===== config.mk =====
export PLATFORM = sky130hd
export DESIGN_NAME = fetch_mem_arbiter
export DESIGN_NICKNAME = d
export VERILOG_FILES = /design/src/rtl/fetch_mem_arbiter.sv
export SDC_FILE = /design/constraint.sdc
export NUM_CORES = 1
export LEC_CHECK = 0
export CAP_MARGIN = 25
export CORE_MARGIN = 4
export CORE_UTILIZATION = 51
export DETAILED_ROUTE_END_ITERATION = 16
export HOLD_SLACK_MARGIN = 0.06
export PLACE_DENSITY = 0.8
export SYNTH_ARGS = -nofsm -noshare
export SYNTH_HDL_FRONTEND = slang
export SYNTH_SLANG_ARGS = --single-unit

===== constraint.sdc =====
create_clock -name CLK -period 3.9 [get_ports CLK]
set_input_delay 0.78 -clock CLK [delete_from_list [all_inputs] [get_ports CLK]]
set_output_delay 0.78 -clock CLK [all_outputs]
set_load 0.1 [all_outputs]

===== src/rtl/fetch_mem_arbiter.sv =====
// fetch_mem_arbiter: shares one unified memory between fetch and MEM.
// One request per cycle, data first, fetches fill a prefetch queue.
//
// Ports
//   CLK, RST            clock, synchronous active-low reset
//   redirect_valid/pc   flush the queue and restart fetch at redirect_pc
//   fetch_halt          stop issuing new fetches
//   fetch_stall         decode is not consuming the queue head
//   if_valid/instr/pc   queue head (NOP / 0 when empty)
//   dmem_*              MEM-stage access; dmem_ack pulses one cycle later
//   mem_*               unified memory port, read data one cycle later
module fetch_mem_arbiter #(
  parameter int              XLEN     = 32,
  parameter int              FQ_DEPTH = 4,
  parameter logic [XLEN-1:0] RESET_PC = '0,
  parameter logic [31:0]     NOP      = 32'h0000_0033
) (
  input  logic            CLK,
  input  logic            RST,
  input  logic            redirect_valid,
  input  logic [XLEN-1:0] redirect_pc,
  input  logic            fetch_halt,
  input  logic            fetch_stall,
  output logic            if_valid,
  output logic [31:0]     if_instr,
  output logic [XLEN-1:0] if_pc,
  input  logic            dmem_req,
  input  logic            dmem_we,
  input  logic [2:0]      dmem_funct3,
  input  logic [XLEN-1:0] dmem_addr,
  input  logic [31:0]     dmem_wdata,
  output logic            dmem_ack,
  output logic [31:0]     dmem_rdata,
  output logic            mem_en,
  output logic            mem_we,
  output logic [2:0]      mem_funct3,
  output logic [XLEN-1:0] mem_addr,
  output logic [31:0]     mem_wdata,
  input  logic [31:0]     mem_rdata
);

  localparam int PW = $clog2(FQ_DEPTH);

  typedef enum logic [1:0] {
    RSP_NONE,
    RSP_FETCH,
    RSP_DATA
  } rsp_t;

  logic [XLEN-1:0] q_pc    [FQ_DEPTH];
  logic [31:0]     q_instr [FQ_DEPTH];
  logic [PW-1:0]   wptr;
  logic [PW-1:0]   rptr;
  logic [PW:0]     count;

  logic [XLEN-1:0] fetch_pc;
  logic [XLEN-1:0] rsp_pc;
  rsp_t            rsp_state;
  rsp_t            rsp_next;
  logic            kill;

  logic            data_ok;
  logic            fetch_ok;
  logic            issue_data;
  logic            issue_fetch;
  logic            push;
  logic            pop;
  logic [PW+1:0]   occ;

  // Queued entries plus the fetch whose data lands next cycle.
  assign occ = {1'b0, count}
             + {{(PW+1){1'b0}}, rsp_state == RSP_FETCH};

  assign data_ok  = dmem_req && (rsp_state != RSP_DATA);
  assign fetch_ok = !fetch_halt && !redirect_valid
                 && (occ < (PW+2)'(FQ_DEPTH));

  assign issue_data  = RST && data_ok;
  assign issue_fetch = RST && !data_ok && fetch_ok;

  always_comb begin
    rsp_next   = RSP_NONE;
    mem_en     = 1'b0;
    mem_we     = 1'b0;
    mem_funct3 = 3'b010;
    mem_addr   = fetch_pc;
    mem_wdata  = '0;
    unique case (1'b1)
      issue_data: begin
        rsp_next   = RSP_DATA;
        mem_en     = 1'b1;
        mem_we     = dmem_we;
        mem_funct3 = dmem_funct3;
        mem_addr   = dmem_addr;
        mem_wdata  = dmem_wdata;
      end
      issue_fetch: begin
        rsp_next = RSP_FETCH;
        mem_en   = 1'b1;
      end
      default: ;
    endcase
  end

  assign push = (rsp_state == RSP_FETCH) && !kill;
  assign pop  = if_valid && !fetch_stall;

  always_ff @(posedge CLK) begin
    if (!RST) begin
      fetch_pc  <= RESET_PC;
      rsp_state <= RSP_NONE;
      rsp_pc    <= '0;
      kill      <= 1'b0;
      wptr      <= '0;
      rptr      <= '0;
      count     <= '0;
    end else begin
      rsp_state <= rsp_next;
      kill      <= redirect_valid;
      if (issue_fetch) begin
        rsp_pc   <= fetch_pc;
        fetch_pc <= fetch_pc + XLEN'(4);
      end
      if (redirect_valid) begin
        fetch_pc <= redirect_pc;
        wptr     <= '0;
        rptr     <= '0;
        count    <= '0;
      end else begin
        if (push) wptr <= wptr + 1'b1;
        if (pop)  rptr <= rptr + 1'b1;
        unique case ({push, pop})
          2'b10:   count <= count + 1'b1;
          2'b01:   count <= count - 1'b1;
          default: ;
        endcase
      end
    end
  end

  always_ff @(posedge CLK) begin
    if (push && !redirect_valid) begin
      q_pc[wptr]    <= rsp_pc;
      q_instr[wptr] <= mem_rdata;
    end
  end

  assign if_valid = (count != '0);
  assign if_instr = if_valid ? q_instr[rptr] : NOP;
  assign if_pc    = if_valid ? q_pc[rptr] : '0;

  // Reset drops an outstanding data response immediately.
  assign dmem_ack   = RST && (rsp_state == RSP_DATA);
  assign dmem_rdata = mem_rdata;

endmodule


==> impl_metrics.json, run 1 <==
{
  "cts_setup_buffers": 0,
  "yosys_warnings": 0,
  "r2r-start": "rsp_state[0]",
  "clk_path_buf_depth": 3,
  "slowest_stage": "clkdlybuf4s50_1",
  "synthToLayoutAreaGrowth_pct": 39.5,
  "drt-total-wl_um": 35200,
  "holdBufCountCts": 0,
  "synth_edf_count": 256,
  "antenna-diode-count": 0,
  "rsz0062_at_grt": "no",
  "tightest_slew_ns": 0.891,
  "place_inst": 1637,
  "rows": 60,
  "port_buffers": 304,
  "path_cells": "clkdlybuf4s50_1 > nor2b_1 > o2111ai_4 > nand2_1 > buf_12",
  "cp_max_fo": 17,
  "skew_ns": 0.0206,
  "globalplace.congestion": 0.851,
  "antenna_found_initial": 0,
  "ff2ff_setup_slack_ns": 1.43,
  "cts_htree_levels": 2,
  "ys_ff_latch": 332,
  "seq_area_um2": 9220,
  "clk_pin_slew_ns": 0.06,
  "place_ws_ns": 0.620,
  "hold_viol_final": 0,
  "num-fill-cells": 1735,
  "cp.arrival_ns": 2.53,
  "vias_per_cell": 5.63,
  "p_leak_nw": 6.65,
  "cp_num_cells": 5,
  "fin_util_pct": 73.0,
  "post-route-period-util_pct": 84.8,
  "io_pins": 305,
  "dieArea_um2": 30600,
  "cts_tree": "built",
  "synth_fp_nets": 1187,
  "clk_latency_ns": 0.51,
  "initial_core_util_pct": 52.3,
  "drc": 0,
  "stdcell_count": 1700,
  "worst_setup_path_end_kind": "output pin",
  "maxCapViolCount": 0,
  "grt_pass1_wl_um": 54600,
  "relSlewSlack_pct": 40.3,
  "r2r_end": "q_instr[3][15]",
  "drt_first_pass_iters": 6,
  "num_vias": 9570,
  "gr-usage-all-layers_pct": 22.7,
  "grt-ovfl-total": 0,
  "hold_ws_ns": 0.503,
  "die_y_um": 175,
  "period_minus_slack_ns": 3.31,
  "crit_family": "buffers and inverters",
  "coreArea_um2": 27200,
  "crit_type": "primary input to output pin",
  "fin_tns_setup_ns": 0,
  "ff2ff_path_depth": 3,
  "cts-buffers-inserted": 34,
  "hpwl_um": 24100,
  "critPathLaunchType": "primary input",
  "root_buffer": "clkbuf_16",
  "setup_slack_ns": 0.593,
  "placed_cell_area_um2": 18700,
  "final_area_um2": 19800,
  "synth_cell_types": 56,
  "num-nets-final": 1448,
  "crit_path_start": "RST",
  "drive_gt1_share_pct": 24.3,
  "power.total_mw": 8.23,
  "crit_path_max_incr_delay_ns": 0.70,
  "drt_iter0_drc": 1153,
  "ir_drop_uv": 327,
  "status": "complete, no violations",
  "multiInputGateArea_um2": 4450,
  "required_ns": 3.12,
  "cts.sinks": 332,
  "cts_resized": 0,
  "synth.avg_cell_area_um2": 13.6,
  "fmax_mhz": 302,
  "routedWlPerCell_um": 20.7,
  "crit_path_end": "mem_en",
  "syn_area_um2": 14200,
  "ant_nets": 0,
  "setup_viol": 0,
  "ys_seq_area_share_pct": 64.8,
  "grt_max_degree": 62,
  "grt_pass1_vias": 9784,
  "powerDensity_nw_per_um2": 415,
  "synth_ff_type": "edfxtp_1",
  "async_flop_share_pct": 0,
  "syn_inst": 1042,
  "slew_viol_final": 0,
  "crit_buf_inv": 2,
  "fp.dieW_um": 175,
  "holdCritPathClass": "register to register"
}
## cell families (layout without fill, tap and decap cells)
kind of cell	count (synthesis)	after routing	share of synthesized area, %
xor gates and xnor gates	6	6	0.370
buffers and inverters	117	403	4.12
DFF	332	332	64.8
adders and majority gates	7	7	0.669
AOI/OAI and AO/OA	107	107	5.20
and+or+nand+nor	407	407	14.6
muxes	66	66	10.3
## how the worst min path moves through the flow
stage	start	end	cells past startpoint
2_1_floorplan	fetch_pc[0]	rsp_pc[0]	2
3_3_place_gp	rsp_pc[20]	q_pc[1][20]	0
3_5_place_dp	rsp_pc[20]	q_pc[2][20]	0
4_1_cts	rsp_pc[18]	rsp_pc[18]	2
5_1_grt	rsp_pc[11]	q_pc[0][11]	0
6_report	rsp_pc[18]	rsp_pc[18]	2
## synth_stat cells (all sizes together), types with 3 or more instances
library cell,n,area [µm²]
edfxtp,256,7690
nand2,185,694
and2,98,613
dfxtp,76,1520
mux4,64,1440
buf,54,348
clkbuf,51,193
a21oi,39,195
nand3,22,110
nor2,20,75.1
inv,12,45.0
or4,12,90.1
and3,10,62.6
nand4,10,77.6
a31oi,8,50.1
nor3b,8,60.1
or3,8,55.1
and4,7,61.3
nand2b,7,43.8
ha,6,75.1
o21ai,6,30.0
o311ai,6,52.6
o31ai,6,45.0
or2,6,37.5
a32oi,5,43.8
nor2b,5,31.3
o211ai,5,37.5
nor3,4,20.0
xnor2,4,35.0
a21boi,3,22.5
a221o,3,30.0
a22oi,3,22.5
a41oi,3,26.3
nor4,3,18.8
o311a,3,30.0
o41ai,3,26.3
## layout by cell type (no fill, tap or decap), types with 7 or more instances in the layout
cell and instances:
nand3_1 22, nor3b_1 8, or4_1 12, clkbuf_16 35, clkbuf_1 8, nand4_1 9, a21oi_1 39, edfxtp_1 256
nand2_1 185, buf_4 55, and4_1 7, and2_1 98, buf_12 138, mux4_2 64, clkdlybuf4s50_1 137, or3_1 7
inv_1 9, nand2b_1 7, nor2_1 20, a31oi_1 8, dfxtp_1 74
## state kept, by name, indices dropped and copies added, names as in the netlist, named ones only
| name | cells |
|---|---|
| count | 3 |
| fetch_pc | 32 |
| kill | 1 |
| q_instr | 128 |
| q_pc | 128 |
| rptr | 2 |
| rsp_pc | 32 |
| rsp_state | 2 |
| wptr | 2 |
## per-layer routing
layer  GRT usage (%)  part of all wire, %  vias up  wire length, µm
li1                -                    -     4375                -
met1            28.9                   38     4649            13400
met2            38.8                   51      487            17800
met3            5.60                  8.6       59             3020
met4            7.07                  2.7        0              958
met5               0                    0        -                0
## final cells by class
class / instances / area share, %
Sequential cell: 332 / 46.5
Timing Repair Buffer: 330 / 22.9
Inverter: 12 / 0.227
Multi-Input combinational cell: 593 / 22.5
Clock inverter: 17 / 0.915
Tap cell: 372 / 2.35
Clock buffer: 44 / 4.64
## tightest hold or removal path, cell delays in order (launching register included)
cell	delay [ns]
dfxtp_1	0.34
nand2_1	0.06
a21oi_1	0.05
## power breakdown
group	switching [mW]	internal, mW
clock	1.29	1.88
sequential	0.0603	3.82
combinational	0.759	0.423
(Power assumes the default switching activity.)
==> run 2, diff against run 1 <==
==> constraint.sdc (replaced) <==
create_clock -name CLK -period 3.4 [get_ports CLK]
set_input_delay 0.68 -clock CLK [delete_from_list [all_inputs] [get_ports CLK]]
set_output_delay 0.68 -clock CLK [all_outputs]
set_load 0.1 [all_outputs]
==> impl_metrics.json, run 2 (synthesis gave the netlist of run 1 again) <==
{
  "globalplace.congestion": 0.857,
  "grt-ovfl-total": 0,
  "final_area_um2": 19900,
  "cp.arrival_ns": 2.37,
  "num-fill-cells": 1736,
  "coreArea_um2": 27200,
  "dr_wl_met2_um": 19000,
  "cts_tree": "built",
  "required_ns": 2.72,
  "cts-buffers-inserted": 34,
  "num-nets-final": 1455,
  "crit_type": "register to output pin",
  "routedWlPerCell_um": 21.5,
  "drt-total-wl_um": 36700,
  "clk_pin_slew_ns": 0.06,
  "critPathLaunchType": "register",
  "clkPwrFrac_pct": 38.0,
  "seq_area_um2": 9220,
  "fin_util_pct": 73.3,
  "drt_first_pass_iters": 5,
  "swShare_pct": 25.8,
  "grt_max_degree": 62,
  "synthToLayoutAreaGrowth_pct": 40.1,
  "top_layer_used": "met4",
  "hold_depth": 2,
  "cts_resized": 0,
  "ant_nets": 0,
  "setup_viol": 0,
  "clk_path_buf_depth": 3,
  "ir_drop_uv": 277,
  "slowest_stage": "dfxtp_4",
  "placed_cell_area_um2": 18800,
  "stdcell_count": 1708,
  "holdCritPathClass": "register to register",
  "tightest_slew_ns": 1.00,
  "top_regs": "q_instr (128), q_pc (128)",
  "skew_ns": 0.0109,
  "rsz0062_at_grt": "no",
  "powerDensity_nw_per_um2": 471,
  "crit_path_max_incr_delay_ns": 0.64,
  "status": "complete, no violations",
  "grt_pass1_wl_um": 56900,
  "relSlewSlack_pct": 32.8,
  "m1WireLength_um": 13200,
  "post-route-period-util_pct": 89.7,
  "initial_core_util_pct": 52.3,
  "io_pins": 305,
  "hold_viol_final": 0,
  "cts_htree_levels": 2,
  "port_buffers": 304,
  "rows": 60,
  "holdBufCountCts": 0,
  "dr_wl_met3_um": 3180,
  "fp.dieW_um": 175,
  "dieArea_um2": 30600,
  "fin_tns_setup_ns": 0,
  "place_inst": 1645,
  "fmax_mhz": 328,
  "drive_gt1_share_pct": 24.7,
  "worst_setup_path_end_kind": "output pin",
  "path_cells": "buf_4 > mux4_2 > and2_1 > buf_12",
  "slew_viol_final": 0,
  "vias_per_cell": 5.74,
  "period_minus_slack_ns": 3.05,
  "gr-usage-all-layers_pct": 23.8,
  "cts.sinks": 332,
  "pwr-share-comb_pct": 14.5,
  "hpwl_um": 25300,
  "layout_common_cells": "edfxtp_1 (256), nand2_1 (185), buf_12 (142), clkdlybuf4s50_1 (137), and2_1 (98)",
  "maxCapViolCount": 0,
  "multiInputGateArea_um2": 4450,
  "cp_max_fo": 22,
  "seq_power_share_pct": 47.5,
  "drc": 0,
  "cp_num_cells": 4,
  "p_sw_mw": 2.42,
  "drt_iter0_drc": 1103,
  "antenna_found_initial": 1,
  "grt_pass1_vias": 10100,
  "clk_latency_ns": 0.50,
  "cts_setup_buffers": 0,
  "die_y_um": 175,
  "final_common_cell": "edfxtp_1",
  "crit_buf_inv": 2,
  "root_buffer": "clkbuf_16",
  "num_vias": 9806,
  "p_leak_nw": 6.70,
  "internal_power_mw": 6.96,
  "crit_family": "flip-flops",
  "ff2ff_path_depth": 8
}
## run 2: cell count changes in the layout (fill, tap and decap cells not counted)
cell	delta
buf_12	+4
buf_4	+3
bufinv_16	-2
clkbuf_1	+1
clkbuf_16	+2
clkinv_1	-1
clkinv_2	+3
clkinv_4	+1
clkinv_8	-1
clkinvlp_4	-1
diode_2	+1
inv_6	-2
## run 2: power by group through the flow
stage               Sequential, mW  Clock [mW]  Combinational [mW]
global placement              4.54           0                1.35
floorplan                     4.50           0               0.827
finish                        4.46        3.56                1.36
CTS                           4.45        3.62                1.37
global route                  4.46        3.80                1.41
detailed placement            4.54           0                1.36
## run 2: worst min-delay path: cells and delay by family (launching register included)
family          cells  cell delay (ns)
compound gates      1             0.05
simple gates        1             0.06
flops               1             0.34
## run 2: area by class of cell
cell class / count / share of cell area (%)
multi-input cells: 593 / 22.4
clock inverters: 14 / 0.503
diodes: 1 / 0.0126
flip-flops and latches: 332 / 46.3
repair buffers: 337 / 23.4
clock buffers: 47 / 4.89
well taps: 372 / 2.34
inverters: 12 / 0.226
## run 2: through the flow
| stage | hold slack, ns | setup WS (ns) | power (mW) |
|---|---|---|---|
| after global placement | 0.472 | 0.503 | 5.88 |
| final | 0.503 | 0.351 | 9.37 |
| after detailed placement | 0.489 | 0.436 | 5.90 |
| after floorplan | 0.444 | 0.0995 | 5.33 |
| after CTS | 0.498 | 0.215 | 9.44 |
| after global routing | 0.521 | 0.184 | 9.67 |
## run 2: path summary, 6_finish.rpt
| path | from | to | slack (ns) |
|---|---|---|---|
| worst min-delay path | rsp_pc[15] | rsp_pc[15] | 0.50 |
| worst max register to register | rsp_state[0] | count[2] | 0.97 |
| worst max-delay path | register | if_instr[31] | 0.35 |
| worst min register to register | rsp_pc[15] | rsp_pc[15] | 0.50 |
## run 2: metal layers
layer / GRT usage, % / up-vias
met1: 28.6 / 4793
li1: - / 4380
met5: 0 / -
met2: 42.1 / 550
met4: 8.48 / 0
met3: 5.91 / 83
==> run 3, diff against run 2 <==
--- a/config.mk
+++ b/config.mk
@@ -5,6 +5,7 @@
 export SDC_FILE = /design/constraint.sdc
 export NUM_CORES = 1
 export LEC_CHECK = 0
+export ABC_CLOCK_PERIOD_IN_PS = 3400
 export CAP_MARGIN = 25
 export CORE_MARGIN = 4
 export CORE_UTILIZATION = 51
==> results of run 3 <==
The final DEF is identical to that of run 2; final timing and power are the same.
